<file path="src/rtl/mux4_rr_arbiter_pkg.sv">
// Shared definitions for the 4-requester round-robin mux arbiter:
// FSM encodings, requester count, default hold limit and a one-hot helper.
package mux4_rr_arbiter_pkg;

  localparam int NREQ         = 4;
  localparam int DEF_MAX_HOLD = 16;

  localparam logic [1:0] ST_IDLE    = 2'b00;
  localparam logic [1:0] ST_GRANT   = 2'b01;
  localparam logic [1:0] ST_RELEASE = 2'b10;

  function automatic logic [NREQ-1:0] onehot4(input logic [1:0] idx);
    logic [NREQ-1:0] v;
    v      = '0;
    v[idx] = 1'b1;
    return v;
  endfunction

endpackage

</file>
<file path="src/rtl/mux4_rr_arbiter_rr_pick4.sv">
// Combinational round-robin picker: first set request bit searching from ptr
// upward (mod 4); any flags whether a pick exists at all.
module rr_pick4
  import mux4_rr_arbiter_pkg::*;
(
  input  logic [NREQ-1:0] req,
  input  logic [1:0]      ptr,
  output logic [1:0]      pick,
  output logic            any
);

  // Walk the search order backwards so the lowest offset from ptr wins.
  always_comb begin
    pick = 2'b00;
    for (int k = NREQ - 1; k >= 0; k--) begin
      if (req[ptr + 2'(k)]) pick = ptr + 2'(k);
    end
  end

  assign any = |req;

endmodule

</file>
<file path="src/rtl/mux4_rr_arbiter.sv">
// Round-robin owner of a shared 4:1 mux: one grant at a time, bounded hold,
// and a one-cycle settle gap (RELEASE) between successive owners.
module mux4_rr_arbiter
  import mux4_rr_arbiter_pkg::*;
#(
  parameter int MAX_HOLD = DEF_MAX_HOLD,
  parameter int CNT_W    = 5
) (
  input  logic            clk,
  input  logic            rst,
  input  logic [NREQ-1:0] req,
  input  logic            rel,
  output logic [NREQ-1:0] gnt,
  output logic [1:0]      sel,
  output logic            busy,
  output logic            timeout
);

  localparam logic [CNT_W-1:0] HOLD_LAST = CNT_W'(MAX_HOLD - 1);

  logic [1:0]       state;
  logic [1:0]       ptr;
  logic [CNT_W-1:0] hold_cnt;

  logic [1:0] pick;
  logic       any;

  logic vol_exit;
  logic lim_exit;

  rr_pick4 u_pick (
    .req  (req),
    .ptr  (ptr),
    .pick (pick),
    .any  (any)
  );

  // A voluntary exit (rel or owner dropping its request) always wins over the
  // hold limit, so timeout only flags grants that were actually revoked.
  always_comb begin
    vol_exit = rel | ~req[sel];
    lim_exit = (hold_cnt == HOLD_LAST);
  end

  always_ff @(posedge clk or posedge rst) begin
    if (rst) begin
      state    <= ST_IDLE;
      ptr      <= 2'b00;
      hold_cnt <= '0;
      gnt      <= '0;
      sel      <= 2'b00;
      busy     <= 1'b0;
      timeout  <= 1'b0;
    end else begin
      timeout <= 1'b0;
      case (state)
        ST_IDLE: begin
          if (any) begin
            state    <= ST_GRANT;
            gnt      <= onehot4(pick);
            sel      <= pick;
            busy     <= 1'b1;
            hold_cnt <= '0;
          end
        end
        ST_GRANT: begin
          if (vol_exit || lim_exit) begin
            state   <= ST_RELEASE;
            gnt     <= '0;
            busy    <= 1'b0;
            timeout <= lim_exit & ~vol_exit;
          end else begin
            // Exit at HOLD_LAST is forced, so the counter never wraps.
            hold_cnt <= hold_cnt + CNT_W'(1);
          end
        end
        ST_RELEASE: begin
          state <= ST_IDLE;
          ptr   <= sel + 2'd1;
        end
        default: begin
          state <= ST_IDLE;
          gnt   <= '0;
          busy  <= 1'b0;
        end
      endcase
    end
  end

endmodule

</file>
<file path="config.mk">
export PLATFORM = sky130hd
export DESIGN_NAME = mux4_rr_arbiter
export DESIGN_NICKNAME = d
export VERILOG_FILES = /design/src/rtl/mux4_rr_arbiter_pkg.sv /design/src/rtl/mux4_rr_arbiter_rr_pick4.sv /design/src/rtl/mux4_rr_arbiter.sv
export SDC_FILE = /design/constraint.sdc
export NUM_CORES = 1
export LEC_CHECK = 0
export ABC_AREA = 1
export BUFFER_PORTS_ARGS = -buffer_cell sky130_fd_sc_hd__buf_2
export CORE_MARGIN = 2
export CORE_UTILIZATION = 30
export CTS_CLUSTER_DIAMETER = 150
export DETAILED_ROUTE_END_ITERATION = 8
export GPL_TIMING_DRIVEN = 0
export HOLD_SLACK_MARGIN = 0.05
export PLACE_DENSITY = 0.52
export SKIP_CTS_REPAIR_TIMING = 1
export SYNTH_ARGS = -nofsm -noshare
export SYNTH_HDL_FRONTEND = slang
export SYNTH_SLANG_ARGS = --single-unit
</file>
<file path="constraint.sdc">
create_clock -name clk -period 2.3 [get_ports clk]
set_clock_uncertainty 0.15 [all_clocks]
set_input_delay 0 -clock clk [delete_from_list [all_inputs] [get_ports clk]]
set_output_delay 0 -clock clk [all_outputs]
set_load 0.02 [all_outputs]
</file>
==> results of run 1 <==
cells by family (layout without fill, tap and decap cells):
logic type	count (synthesis)	after routing
compound gates	13	13
xor+xnor	1	1
fa+ha+maj	2	2
buf+inv	21	42
flops	17	17
simple gates	83	83
sequential cells by signal, summed over array words and instances (netlist names):
name / count
hold_cnt: 5
gnt: 4
ptr: 2
sel: 2
state: 2
busy: 1
timeout: 1
metrics by stage:
stage               cells  instance area, sq um
floorplan             137                  1060
global placement      197                  1180
detailed placement    197                  1180
CTS                   201                  1210
global route          204                  1240
finish                204                  1240
worst max-delay path, delay by kind of cell, from the launching register on:
kind / cells / cell delay, ns
adder cells (fa/ha/maj): 2 / 0.42
buffers and inverters: 1 / 0.10
AND/OR/NAND/NOR: 4 / 0.46
flip-flops: 1 / 0.43
AO/OA/AOI/OAI: 2 / 0.16
worst paths after layout:
path | from | endpoint | slack, ns | depth (start not counted)
max reg2reg | hold_cnt[0] | hold_cnt[0] | 0.47 | 9
min in group asynchronous | rst | busy | 0.19 | 3
max | hold_cnt[0] | hold_cnt[0] | 0.47 | 9
max in group asynchronous | rst | timeout | 1.39 | 3
min reg2reg | busy | busy | 0.32 | 2
min | req[1] | gnt[1] | 0.08 | 5
Yosys cell counts (all sizes together):
library cell	instances
nand2	52
inv	20
dfrtp	17
nand3	16
nor2	9
o21ai	9
nand4	4
a21oi	2
ha	2
buf	1
nor3	1
nor3b	1
o211ai	1
o21a	1
xnor2	1
power by group:
part	switching, uW	internal [uW]	leakage (uW)
logic	601	317	0.000414
registers	94.4	395	0.000223
clock network	91.1	67.3	0.0000150
cell type report:
cell class	instances	area [sq um]	share of cell area, %
plain buffers	1	11.3	0.908
clock buffers	4	26.3	2.12
inverters	20	80.1	6.46
multi-input cells	99	539	43.5
flip-flops and latches	17	425	34.3
well taps	46	57.6	4.64
repair buffers	17	100	8.07
per-layer routing:
layer / GRT usage [%] / wire [um] / up-vias
met2: 21.3 / 1150 / 6
met1: 14.8 / 939 / 440
met4: 4.89 / 12 / 0
met5: 0 / 0 / -
li1: - / - / 482
met3: 1.79 / 42 / 2
==> metrics.yaml, run 1 <==
sta:
  layout_setup_ws_ns: 0.466
  whs_ns: 0.0836
  drv_slew: 0
  fin_crit_sh_pct: 79.7
  worstMarginPinSlew_ns: 0.665
  max_freq_mhz: 545
  setup_tns_ns: 0
  relSlewSlack_pct: 55.6
  period_needed_ns: 1.83
  rsz0062_at_grt: "no"
  hold_viol_final: 0
  setup_viol: 0
die:
  die_w_um: 63.3
  fp-row-count: 21
  start_util_pct: 31.4
  die_h_um: 63.3
  dieArea_sq_mm: 0.00401
  core-area_sq_mm: 0.00336
  io_pins: 15
yosys:
  ys_seq_area_share_pct: 40.3
  ys_ff_latch: 17
  synthDistinctLibCells: 25
  synth_fa_ha_area_share_pct: 2.37
  synth_top_family_by_area: "simple AND/OR/NAND/NOR gates"
  muxShareOfSynthArea_pct: 0
  synth-xor-area-share_pct: 0.829
  synth_top_area_cell: "dfrtp_1"
  synth_compound_area_share_pct: 8.18
  synth.avg_cell_area_sq_um: 7.71
  yosys.area_share.simple_pct: 39.7
  ys_top_cells_by_area: "dfrtp_1, nand2_1, nand3_1, inv_1, nand3_2"
  netlist_area_sq_mm: 0.00106
  synth_fp_nets: 146
  yosys_warnings: 0
  syn_inst: 137
  yosysTopAreaCellShare_pct: 40.3
critical_path:
  path_cells: "ha_1 > nand2_1 > nor2_1 > ha_1 > inv_1 > nand4_4 > nand2_4 > o21ai_2 > o21a_1"
  arrival_ns: 1.86
  cpMostUsedCell: "ha_1"
  crit_fanout: 7
  worstSetupPathType: "reg -> reg"
  critPathCaptureType: "flop"
  slowest_delay_ns: 0.43
  cp.required_ns: 2.33
  critical_path.slowest_cell: "dfrtp_1"
  start_kind: "flop"
detailed_routing:
  post_drt_via_cell_ratio: 4.56
  drc: 0
  routed_wl_um: 2150
  dr.pass1.iters: 4
  wl_per_cell_um: 10.5
  drt_iter0_markers: 54
  detail-route-antenna-nets: 0
  vias: 930
layout:
  n_antenna_cell: 0
  layout-drive-gt1-share_pct: 26.6
  mostFrequentLayoutCells: "nand2_1, dfrtp_1, inv_1, buf_2, nand3_1"
  post-route-util_pct: 36.9
  final_nets: 168
  final_common_cell: "nand2_1"
  fillers: 387
  syn_to_final_growth_pct: 17.4
clock_tree:
  clock_path_buffers: 2
  clockRootBuffer: "clkbuf_4"
  cts_tree: "yes"
  h-tree-depth: 1
  cts_made_buffers: 3
  clkLatencyLatePin_ns: 0.28
  clkSinkCount: 17
  clkTransAtPathRegs_ns: 0.10
run:
  cap_violations: 0
power_and_ir_drop:
  p_leak_uw: 0.000652
  power_uw: 1570
  power_density_mw_per_mm2: 1260
  peakVddDrop_mv: 0.528
grt:
  track_usage_pct: 12.2
  first_global_vias: 902
  antenna_found_initial: 0
  grt_overflow_total: 0
  grt_max_degree: 18
  grt_pass1_wl_um: 3880
placement:
  hpwl_um: 1710
  portBuffers: 14
  place_congestion: 0.760
  pre_cts_ws_ns: 0.455
outcome:
  run_status: "complete, no violations"
hold_path:
  min_path_type: "in -> reg"
Power figures use the tool's default switching activity.
==> run 2: changes to the inputs <==
- clock period: 2.3 -> 1.9 ns (I/O delays scaled with it)
==> run 2 against run 1 <==
Final cell count grew 0.98%. Sequential share of layout area shrank 0.41 points. Non-clock buffer count grew 2. Combinational power grew 23%. Register-to-register slack lost 0.36 ns. Maximum frequency grew 2.4%. First-iteration DRC count shrank 20%. Final area grew 1.2%. Clock power grew 22%. Critical path type unchanged. Highest routed layer unchanged.
==> metrics.yaml, run 2 (synthesis results as in run 1) <==
clock_tree:
  cts_made_buffers: 3
  clkTransAtPathRegs_ns: 0.10
  clock_path_buffers: 2
  cts_tree: "yes"
  clockRootBuffer: "clkbuf_4"
  h-tree-depth: 1
  clkLatencyLatePin_ns: 0.29
  clkSinkCount: 17
critical_path:
  arrival_ns: 1.82
  r2r_cells: 9
  worstSetupPathType: "reg -> reg"
  cp.required_ns: 1.93
  start_kind: "flop"
  crit_start: "hold_cnt[0]"
  path_cells: "ha_1 > nand2_1 > nor2_1 > ha_1 > inv_1 > nand4_4 > nand2_4 > o21ai_2 > o21a_1"
  regToRegEndpoint: "hold_cnt[0]"
  crit_fanout: 7
  slowest_delay_ns: 0.42
  critPathCaptureType: "flop"
  reg2reg_from: "hold_cnt[0]"
  rrSetupSlack_ns: 0.11
  critical_path.slowest_cell: "dfrtp_1"
  crit_end: "hold_cnt[0]"
  cpMostUsedCell: "ha_1"
sta:
  worstMarginPinSlew_ns: 0.668
  drv_slew: 0
  fin_crit_sh_pct: 94.2
  period_needed_ns: 1.79
  relSlewSlack_pct: 55.4
  setup_tns_ns: 0
  hold_viol_final: 0
  setup_viol: 0
  layout_setup_ws_ns: 0.110
  max_freq_mhz: 559
  rsz0062_at_grt: "no"
layout:
  final_nets: 170
  largest_register_ffs: 5
  syn_to_final_growth_pct: 18.8
  top_regs: "hold_cnt (5), gnt (4)"
  n_antenna_cell: 0
  layout-drive-gt1-share_pct: 27.5
  regMostFlops: "hold_cnt"
  final_common_cell: "nand2_1"
  stdcell_count: 206
  mostFrequentLayoutCells: "nand2_1, dfrtp_1, inv_1, buf_2, nand3_1"
die:
  core-area_sq_mm: 0.00336
  dieArea_sq_mm: 0.00401
  start_util_pct: 31.4
  die_w_um: 63.3
  io_pins: 15
  die_h_um: 63.3
  fp-row-count: 21
grt:
  antenna_found_initial: 0
  track_usage_pct: 12.2
  grt_max_degree: 18
  grt_pass1_wl_um: 3880
  first_global_vias: 902
  grt_overflow_total: 0
hold_path:
  holdPathStages: 5
  min_path_type: "in -> reg"
detailed_routing:
  wl_per_cell_um: 10.5
  vias: 935
  post_drt_via_cell_ratio: 4.54
  drt_iter0_markers: 43
  dr.pass1.iters: 4
  detail-route-antenna-nets: 0
  routed_wl_um: 2160
  drc: 0
run:
  cap_violations: 0
power_and_ir_drop:
  power_density_mw_per_mm2: 1520
  p_leak_uw: 0.000660
  power_uw: 1910
  peakVddDrop_mv: 0.640
placement:
  post-place-cells: 197
  place_congestion: 0.760
  hpwl_um: 1710
  portBuffers: 14
  pre_cts_ws_ns: 0.0553
outcome:
  run_status: "complete, no violations"
## run 2: changes by cell type in the layout (fill, tap and decap cells not counted)
cell	previous run	this run
buf_4	0	2
## run 2: worst min path at each step
stage	from	end	slack, ns
5_1_grt	req[3]	gnt[1]	0.14
6_report	req[1]	gnt[1]	0.08
3_3_place_gp	rst	busy	-0.03
4_1_cts	rst	hold_cnt[1]	-0.35
3_5_place_dp	rst	hold_cnt[1]	-0.02
2_1_floorplan	rst	busy	-0.22
## run 2: power breakdown
group          switching (uW)  leakage (uW)  internal, uW
Combinational             732      0.000422           396
Sequential                113      0.000223           479
Clock                     110     0.0000150          81.5
Total                     956      0.000660           956
## run 2: cell type report
cell class | instances | area, sq um
Tap cell | 46 | 57.6
Inverter | 20 | 80.1
Multi-Input combinational cell | 99 | 539
Buffer | 1 | 11.3
Sequential cell | 17 | 425
Timing Repair Buffer | 19 | 115
Clock buffer | 4 | 26.3
Fill cell | 387 | 2110
## run 2: worst max-delay path, delay by kind of cell (launching register included)
| family | cells | cell delay, ns |
|---|---|---|
| AOI/OAI and AO/OA | 2 | 0.16 |
| DFF | 1 | 0.42 |
| and+or+nand+nor | 4 | 0.43 |
| buffers and inverters | 1 | 0.10 |
| adders and majority gates | 2 | 0.41 |
## run 2: metrics by stage
stage / hold slack, ns / instance area, sq um / util [%]
after detailed placement: -0.0247 / 1180 / 35.2
after floorplan: -0.224 / 1060 / -
after CTS: -0.348 / 1210 / 36.0
final: 0.0832 / 1250 / 37.3
after global routing: 0.136 / 1250 / 37.3
after global placement: -0.0296 / 1180 / 35.2
## run 2: per-layer routing
layer | vias to the layer above | part of all wire [%] | track usage [%]
met3 | 2 | 2.0 | 1.79
met5 | - | 0 | 0
met2 | 6 | 54 | 21.3
met1 | 442 | 44 | 14.8
li1 | 485 | - | -
met4 | 0 | 0.55 | 4.89
==> run 3: changes to the inputs <==
- MAX_ROUTING_LAYER: default -> met4
==> run 3 against run 2 <==
Final area did not move. Sequential power about the same. Critical endpoint unchanged. Wire length increased by 0.23%. Non-clock buffer count is the same. Critical path type unchanged. Global-route usage rose by 0.34 points. Count of clock-buffer cells in the layout did not move. Sequential share of layout area stayed put. Flip-flop and latch count unchanged. Maximum frequency barely moved. Highest routed layer unchanged.
==> metrics.yaml, run 3 (synthesis results as in run 1) <==
power_and_ir_drop:
  peakVddDrop_mv: 0.639
  power_density_mw_per_mm2: 1520
  power_uw: 1910
  p_leak_uw: 0.000660
grt:
  grt_most_used_layer: "met2"
  grt_pass1_wl_um: 3900
  grtUsageMet3_pct: 1.79
  track_usage_pct: 12.5
  first_global_vias: 900
  grt_max_degree: 18
  use_met1_pct: 14.8
  grt_util_met2_pct: 21.3
  antenna_found_initial: 0
  grt_overflow_total: 0
hold_path:
  min_path_type: "in -> reg"
critical_path:
  crit_fanout: 7
  cp.required_ns: 1.93
  start_kind: "flop"
  worstSetupPathType: "reg -> reg"
  arrival_ns: 1.82
  critPathCaptureType: "flop"
detailed_routing:
  dr.pass1.iters: 4
  drc: 0
  detail-route-antenna-nets: 0
  drt_iter0_markers: 65
  routed_wl_um: 2170
  post_drt_via_cell_ratio: 4.53
  wl_per_cell_um: 10.5
  vias: 933
die:
  die_w_um: 63.3
  io_pins: 15
  fp-row-count: 21
  dieArea_sq_mm: 0.00401
  die_h_um: 63.3
  start_util_pct: 31.4
  core-area_sq_mm: 0.00336
sta:
  fin_crit_sh_pct: 94.2
  max_freq_mhz: 559
  relSlewSlack_pct: 55.4
  hold_viol_final: 0
  rsz0062_at_grt: "no"
  setup_viol: 0
  period_needed_ns: 1.79
  setup_tns_ns: 0
  drv_slew: 0
  worstMarginPinSlew_ns: 0.668
layout:
  regMostFlops: "hold_cnt"
  final_common_cell: "nand2_1"
  layout-drive-gt1-share_pct: 27.5
  final_nets: 170
  mostFrequentLayoutCells: "nand2_1, dfrtp_1, inv_1, buf_2, nand3_1"
  n_antenna_cell: 0
  syn_to_final_growth_pct: 18.8
  largest_register_ffs: 5
  top_regs: "hold_cnt (5), gnt (4)"
  fillers: 387
placement:
  hpwl_um: 1710
  portBuffers: 14
  place_congestion: 0.770
clock_tree:
  clkSinkCount: 17
  clkTransAtPathRegs_ns: 0.10
  clock_path_buffers: 2
  cts_made_buffers: 3
  h-tree-depth: 1
  clockRootBuffer: "clkbuf_4"
  clkLatencyLatePin_ns: 0.29
  cts_tree: "yes"
run:
  cap_violations: 0
outcome:
  run_status: "complete, no violations"
[run 3: stage by stage]
stage | hold WS [ns] | setup slack (ns) | cell area, sq um | utilization (%) | std cells
2_1_floorplan | -0.224 | 0.216 | 1060 | - | 137
3_3_place_gp | -0.0296 | 0.0960 | 1180 | 35.2 | 197
3_5_place_dp | -0.0247 | 0.0553 | 1180 | 35.2 | 197
4_1_cts | -0.348 | 0.0413 | 1210 | 36.0 | 201
5_1_grt | 0.136 | 0.00395 | 1250 | 37.3 | 206
6_report | 0.0827 | 0.110 | 1250 | 37.3 | 206
[run 3: area by class of cell]
| class | instances | area [sq um] | area share (%) |
|---|---|---|---|
| multi-input combinational | 99 | 539 | 43.0 |
| sequential | 17 | 425 | 33.9 |
| buffer | 1 | 11.3 | 0.897 |
| tap | 46 | 57.6 | 4.59 |
| inverter | 20 | 80.1 | 6.38 |
| clock buffer | 4 | 26.3 | 2.09 |
| timing repair buffer | 19 | 115 | 9.17 |
[run 3: worst paths after layout]
check	start	endpoint	slack, ns	cells past startpoint
setup / recovery	hold_cnt[0]	hold_cnt[0]	0.11	9
hold / removal	req[1]	gnt[1]	0.08	5
setup reg to reg	hold_cnt[0]	hold_cnt[0]	0.11	9
hold reg to reg	busy	busy	0.32	2
max in group asynchronous	rst	timeout	0.98	3
min in group asynchronous	rst	busy	0.19	3
[run 3: worst max-delay path: stages (launching register included)]
cell,delay (ns)
dfrtp_1,0.42
ha_1,0.24
nand2_1,0.08
nor2_1,0.05
ha_1,0.17
inv_1,0.10
nand4_4,0.14
nand2_4,0.16
o21ai_2,0.06
o21a_1,0.10
[run 3: layer usage]
layer  vias up  wire length, um
li1        484                -
met1       441              943
met2         6             1170
met3         2               43
met4         0               12
met5         -                0
[run 3: power by group]
part	internal [uW]	switching (uW)
clock	81.5	111
combinational	396	733
sequential	479	114
total	956	957
